<file path="config.mk">
export PLATFORM = sky130hd
export DESIGN_NAME = demux_stream_1xn
export DESIGN_NICKNAME = d
export VERILOG_FILES = /design/src/rtl/demux_stream_1xn.sv
export SDC_FILE = /design/constraint.sdc
export NUM_CORES = 1
export LEC_CHECK = 0
export ABC_AREA = 1
export CAP_MARGIN = 20
export CORE_MARGIN = 1
export CORE_UTILIZATION = 35
export CTS_CLUSTER_DIAMETER = 50
export DETAILED_ROUTE_END_ITERATION = 8
export PLACE_DENSITY = 0.83
export SLEW_MARGIN = 20
export SYNTH_ARGS = -nofsm -noshare
export SYNTH_HDL_FRONTEND = slang
export SYNTH_SLANG_ARGS = --single-unit
</file>
<file path="constraint.sdc">
create_clock -name clk -period 2.6 [get_ports clk]
set_clock_uncertainty 0.2 [all_clocks]
set_input_delay 0.52 -clock clk [delete_from_list [all_inputs] [get_ports clk]]
set_output_delay 0.52 -clock clk [all_outputs]
set_load 0.05 [all_outputs]
</file>
<file path="src/rtl/demux_stream_1xn.sv">
// 1-to-N packet stream demultiplexer: the first beat's select locks a channel for the whole packet,
// out-of-range selects drop the packet, and a single output register feeds every channel.
module demux_stream_1xn #(
  parameter int N_OUT  = 16,
  parameter int DATA_W = 8,
  localparam int SEL_W = (N_OUT <= 2) ? 1 : $clog2(N_OUT)
) (
  input  logic              clk,
  input  logic              rst,
  input  logic [DATA_W-1:0] s_data,
  input  logic [SEL_W-1:0]  s_sel,
  input  logic              s_valid,
  input  logic              s_last,
  output logic              s_ready,
  output logic [DATA_W-1:0] m_data,
  output logic [N_OUT-1:0]  m_valid,
  input  logic [N_OUT-1:0]  m_ready,
  output logic              m_last,
  output logic [15:0]       drop_cnt,
  output logic              busy
);

  localparam logic [1:0] ST_IDLE = 2'd0;
  localparam logic [1:0] ST_PKT  = 2'd1;
  localparam logic [1:0] ST_DROP = 2'd2;

  localparam logic [SEL_W:0] N_OUT_L = (SEL_W + 1)'(N_OUT);

  logic [1:0]        r_state;
  logic              r_full;
  logic [SEL_W-1:0]  r_ch;
  logic [DATA_W-1:0] r_data;
  logic              r_last;
  logic [15:0]       r_drop_cnt;

  logic              w_sel_ok;
  logic              w_ch_ready;
  logic              w_accept;
  logic              w_load;
  logic              w_drain;
  logic              w_drop_done;
  logic [SEL_W-1:0]  w_dst;
  logic [1:0]        w_state_nxt;

  assign w_sel_ok = ({1'b0, s_sel} < N_OUT_L);

  always_comb begin
    w_ch_ready = 1'b0;
    for (int i = 0; i < N_OUT; i++) begin
      if (r_ch == i[SEL_W-1:0] && m_ready[i]) w_ch_ready = 1'b1;
    end
  end

  always_comb begin
    if (rst)                    s_ready = 1'b0;
    else if (r_state == ST_DROP) s_ready = 1'b1;
    else                        s_ready = !r_full || w_ch_ready;
  end

  assign w_accept = s_valid && s_ready;
  assign w_drain  = r_full && w_ch_ready;
  assign w_load   = w_accept && ((r_state == ST_IDLE && w_sel_ok) || r_state == ST_PKT);
  assign w_drop_done = w_accept && s_last &&
                       ((r_state == ST_IDLE && !w_sel_ok) || r_state == ST_DROP);

  // Inside a packet every load targets the channel of its first beat, which r_ch still holds.
  assign w_dst = (r_state == ST_IDLE) ? s_sel : r_ch;

  always_comb begin
    w_state_nxt = r_state;
    case (r_state)
      ST_IDLE: if (w_accept && !s_last) w_state_nxt = w_sel_ok ? ST_PKT : ST_DROP;
      ST_PKT:  if (w_accept && s_last) w_state_nxt = ST_IDLE;
      ST_DROP: if (w_accept && s_last) w_state_nxt = ST_IDLE;
      default: w_state_nxt = ST_IDLE;
    endcase
  end

  always_ff @(posedge clk) begin
    if (rst) begin
      r_state    <= ST_IDLE;
      r_full     <= 1'b0;
      r_ch       <= '0;
      r_data     <= '0;
      r_last     <= 1'b0;
      r_drop_cnt <= '0;
    end else begin
      r_state <= w_state_nxt;
      // A load wins over a drain so a full register refills without a bubble.
      if (w_load) begin
        r_full <= 1'b1;
        r_data <= s_data;
        r_last <= s_last;
        r_ch   <= w_dst;
      end else if (w_drain) begin
        r_full <= 1'b0;
      end
      if (w_drop_done && r_drop_cnt != 16'hFFFF) r_drop_cnt <= r_drop_cnt + 16'd1;
    end
  end

  always_comb begin
    m_valid = '0;
    for (int i = 0; i < N_OUT; i++) begin
      if (r_full && r_ch == i[SEL_W-1:0]) m_valid[i] = 1'b1;
    end
  end

  assign m_data   = r_data;
  assign m_last   = r_last;
  assign drop_cnt = r_drop_cnt;
  assign busy     = (r_state != ST_IDLE) || r_full;

endmodule

</file>
Word level (Yosys, flattened, before mapping)

Index checks and enable logic that the tools add are counted.

Bitwise logic cells: 0
Mux-type cells: 39
Add/sub/neg operators: 1
Order comparisons: 0
Multipliers: 0
Equality and inequality tests: 20
Div/mod/pow operators: 0
Shift-type cells: 0
Reductions and logical operators: 51

Operator list:

| kind                    | count |
|---|---|
| $logic_and A1 B1 Y1     | 39 |
| $mux W1                 | 36 |
| $eq A4 B4 Y1 const B    | 8 |
| $add A16 B1 Y16 const B | 1 |
| $eq A4 B3 Y1 const B    | 4 |
| $ne A16 B16 Y1 const B  | 1 |
| $eq A4 B2 Y1 const B    | 2 |
| $eq A4 B1 Y1 const B    | 1 |
| $logic_not A4 Y1        | 1 |
| $mux W2                 | 2 |
| $ne A2 B1 Y1 const B    | 2 |
| $pmux W2 S2             | 1 |
| $reduce_and A2 Y1       | 2 |
| $reduce_bool A2 Y1      | 2 |
| $logic_or A1 B1 Y1      | 3 |
| $eq A2 B1 Y1 const B    | 1 |
| $eq A2 B2 Y1 const B    | 1 |
| $logic_not A1 Y1        | 2 |
| $logic_not A2 Y1        | 1 |
| $reduce_or A2 Y1        | 1 |

Memory bits (read-only): 0
Latch bits: 0
Flip-flop bits (word level): 32
Output and inout bits: 43
Memories: 0
Word-level logic and storage cells: 117
Memory bits (writable): 0

Longest topological paths before layout

Gate-level depths: netlist (run 1).

Depth after elaboration: 25
Gate-level depth with buffers: 11

Least setup slack after synthesis (run 1)

OpenSTA, ideal clock, no wires.

Path kind: reg2out
Start point: register r_ch[2]
End point: output port m_valid[4]
Arrival time: 2.237 ns
Data required time: 1.880 ns
Setup slack: -0.357 ns
Path buffers: 1
Cell stages (with the launch flop): 6
Cell sequence: dfxtp_1 -> buf_4 -> inv_1 -> nor2_1 -> inv_1 -> nor4_1

Cells in the longest elaborated chain, start to end: 3

RTL lines:

| item                   | line | source |
|---|---|---|
| from (decl)            | 31   | `logic [SEL_W-1:0] r_ch;` |
| from (signal assigned) | 94   | `r_ch <= w_dst;` |
| $eq A4 B3 Y1           | 105  | `if (r_full && r_ch == i[SEL_W-1:0]) m_valid[i] = 1'b1;` |
| $logic_and A1 B1 Y1    | 105  |  |
| $mux W1                | 105  |  |
| to (decl)              | 16   | `output logic [N_OUT-1:0] m_valid,` |

Every way passes these cells.

Worst setup path in the final report (run 1)

Start point: input port m_ready[14]
End point: output port s_ready

Cells in the longest elaborated chain, start to end: 6

RTL lines:

| item                 | line | source |
|---|---|---|
| from (decl)          | 17   | `input logic [N_OUT-1:0] m_ready,` |
| $logic_and A1 B1 Y1  | 50   | `if (r_ch == i[SEL_W-1:0] && m_ready[i]) w_ch_ready = 1'b1;` |
| $mux W1 (2 in a row) | 50   |  |
| $logic_or A1 B1 Y1   | 57   | `else s_ready = !r_full \|\| w_ch_ready;` |
| $mux W1              | 56   | `else if (r_state == ST_DROP) s_ready = 1'b1;` |
| $mux W1              | 55   | `if (rst) s_ready = 1'b0;` |
| to (decl)            | 14   | `output logic s_ready,` |

Every way passes these cells.

==> flow_summary.toml, run 1 <==
[clock_network]
clk_latency_ps = 270
cts_max_level = 1
cts-root-buf = "clkbuf_4"
cts_tree = "built"
clk_pin_slew_worst_paths_ps = 90
tritoncts.num_buffers = 3
clk_path_buf_depth = 2
cts_sinks = 15

[floorplan]
core_sq_um = 2880
die_x_microns = 58.1
pin_count = 75
die-height_microns = 58.1
initial_core_util = 0.382
die_area_sq_um = 3370
rows = 19

[worst_setup_path]
critPathMaxFanout = 9
worstSetupPathType = "in -> out"
endpoint_kind = "primary output"
arrival_ps = 1770
crit_buf_inv = 2
slowest_stage = "clkdlybuf4s50_1"
crit_chain = "clkdlybuf4s50_1, nor3b_1, nor2_1, nand4_4, and2_4, buf_12"
startpoint_type = "input port"
critical-path-max-stage-delay_ps = 400
path_delay_family = "simple AND/OR/NAND/NOR gates"
cp.required_ps = 1880

[timing]
finalHoldViolations = 0
maxSlewHeadroom = 0.648
holdWs_ps = 277
period_needed_ps = 2490
slew_violations = 0
setup_viol = 0
fmax_mhz = 401
tightest_slew_ps = 523
rsz0062_at_grt = "no"
period_share = 0.958

[routing]
wire_per_inst_microns = 11.1
vias_per_cell = 4.58
wl_met3_microns = 283
dr.pass1.iters = 6
met2_length_microns = 1340
wl_met1_microns = 1210
vias = 1177
drtIter0Drc = 53
drtAntennaViolNets = 0
top_layer_used = "met4"
wirelength_microns = 2860
drc = 8

[yosys]
synth_edf_count = 0
synth.distinct_cells = 24
yosysSeqAreaShare = 0.273
synth_seq_cells = 15
synth_ff_type = "dfxtp_1"
synth_area_sq_um = 1100
synthCells = 156
yosysWarnings = 0
async_flop_share = 0
postSynthAreaPerCell_sq_um = 7.05

[grt]
grt_pass1_wl_microns = 4640
antenna_found_initial = 0
gr-total-overflow = 0
grt_pass1_vias = 1112
grt_max_degree = 17
globalRouteTotalUtil = 0.176

[pwr]
p_per_area_nw_per_um2 = 384
peakVddDrop_uv = 321
finalPower_uw = 708
leakage_uw = 0.000782

[placement]
portBuffers = 58
placed_cells = 253
globalplace.congestion = 0.806
dp.final_hpwl_microns = 2290
post_dp_cell_area_sq_um = 1790

[run_status]
run_status = "complete, but fails checks"
failed_checks = "DRC"

[finish]
drive_above_1_share = 0.270
fin_util = 0.642
finish.instance_area_sq_um = 1850
fillCellCount = 263
areaGrowthSynthToFinish_pct = 67.8
diodes = 0
final_common_cell = "clkdlybuf4s50_1"
layout.nets = 248
fin_cells = 257
final_cell_mix = "40 x clkdlybuf4s50_1, 28 x nand2_1, 25 x nand3_1"

[run]
drv_cap = 0

[hold_path]
hold_class = "reg -> reg"
registers in the layout, indices dropped and copies added (netlist names):
signal,count
m_data,8
m_last,1
r_ch,4
r_full,1
r_state,1
what timing repair did:
action | CTS | global route
endpoints found under the setup margin | 2 | 2
gates resized for setup | 2 | 10
buffers inserted | 0 | 0
hold buffers | 0 | 0
gates cloned | 0 | 0
synthesized netlist by cell type, types with 2 or more instances:
cell type	instances	share of area
nand2_1	28	0.096
nor4_1	8	0.046
inv_1	6	0.020
nand4_4	2	0.039
nor3_1	4	0.018
buf_6	2	0.020
buf_1	2	0.0068
inv_2	3	0.010
buf_4	18	0.12
nand3_2	9	0.082
nor2_2	2	0.011
nand3_1	25	0.11
dfxtp_1	15	0.27
a21oi_1	2	0.0091
nand2_2	3	0.017
nor2_1	19	0.065
power by group:
part / internal [uW] / switching (uW) / total [uW]
combinational: 108 / 200 / 308
sequential: 249 / 21.6 / 271
clock: 59.4 / 70.0 / 129
final cells by class:
cell class	instances	area, sq um	area share
sequential	15	308	0.167
inverter	10	37.5	0.0203
multi-input combinational	123	686	0.372
tap	42	52.6	0.0285
clock buffer	4	26.3	0.0142
timing repair buffer	63	736	0.399
metrics by stage:
stage / setup slack [ps] / setup TNS (ps)
detailed placement: 103 / 0
CTS: 18.2 / 0
global route: 13.4 / 0
floorplan: -357 / -1250
finish: 109 / 0
global placement: 117 / 0
final timing paths:
path,from,end,slack (ps),cells after the start
max,m_ready[14],s_ready,110,6
max reg2reg,r_ch[3]$_SDFFE_PP0P_,m_last$_SDFFE_PP0P_,710,10
min reg2reg,m_data[7]$_SDFFE_PP0P_,m_data[7]$_SDFFE_PP0P_,280,2
min,m_data[7]$_SDFFE_PP0P_,m_data[7]$_SDFFE_PP0P_,280,2
routing by layer:
layer / global-route usage / vias to the layer above
met5: 0 / -
met4: 0.0612 / 0
met3: 0.0424 / 2
met2: 0.319 / 56
met1: 0.202 / 515
li1: - / 604
cells by family (layout without fill, tap and decap cells):
logic type | count (synthesis) | after routing | synth area share
and+or+nand+nor | 104 | 104 | 0.518
buffers and inverters | 33 | 77 | 0.189
DFF | 15 | 15 | 0.273
AOI/OAI and AO/OA | 3 | 3 | 0.0171
other | 1 | 16 | 0.00341
worst register-to-register path: cells and delay by family (launching register included):
family | cells | cell delay (ps)
and+or+nand+nor | 7 | 870
DFF | 1 | 380
buffers and inverters | 2 | 270
AOI/OAI and AO/OA | 1 | 120
Note: power is estimated with default switching activity, not from simulation.
==> inputs of run 2 (changes only) <==
Settings changed: GPL_TIMING_DRIVEN from default to 1.
==> results of run 2 <==
No change in the layout: final DEF, timing and power equal those of run 1.
==> inputs of run 3 (changes only) <==
Settings changed: CAP_MARGIN 20 to 10, SKIP_LAST_GASP from default to 1.
==> results of run 3 <==
No change in the layout: final DEF, timing and power equal those of run 1.
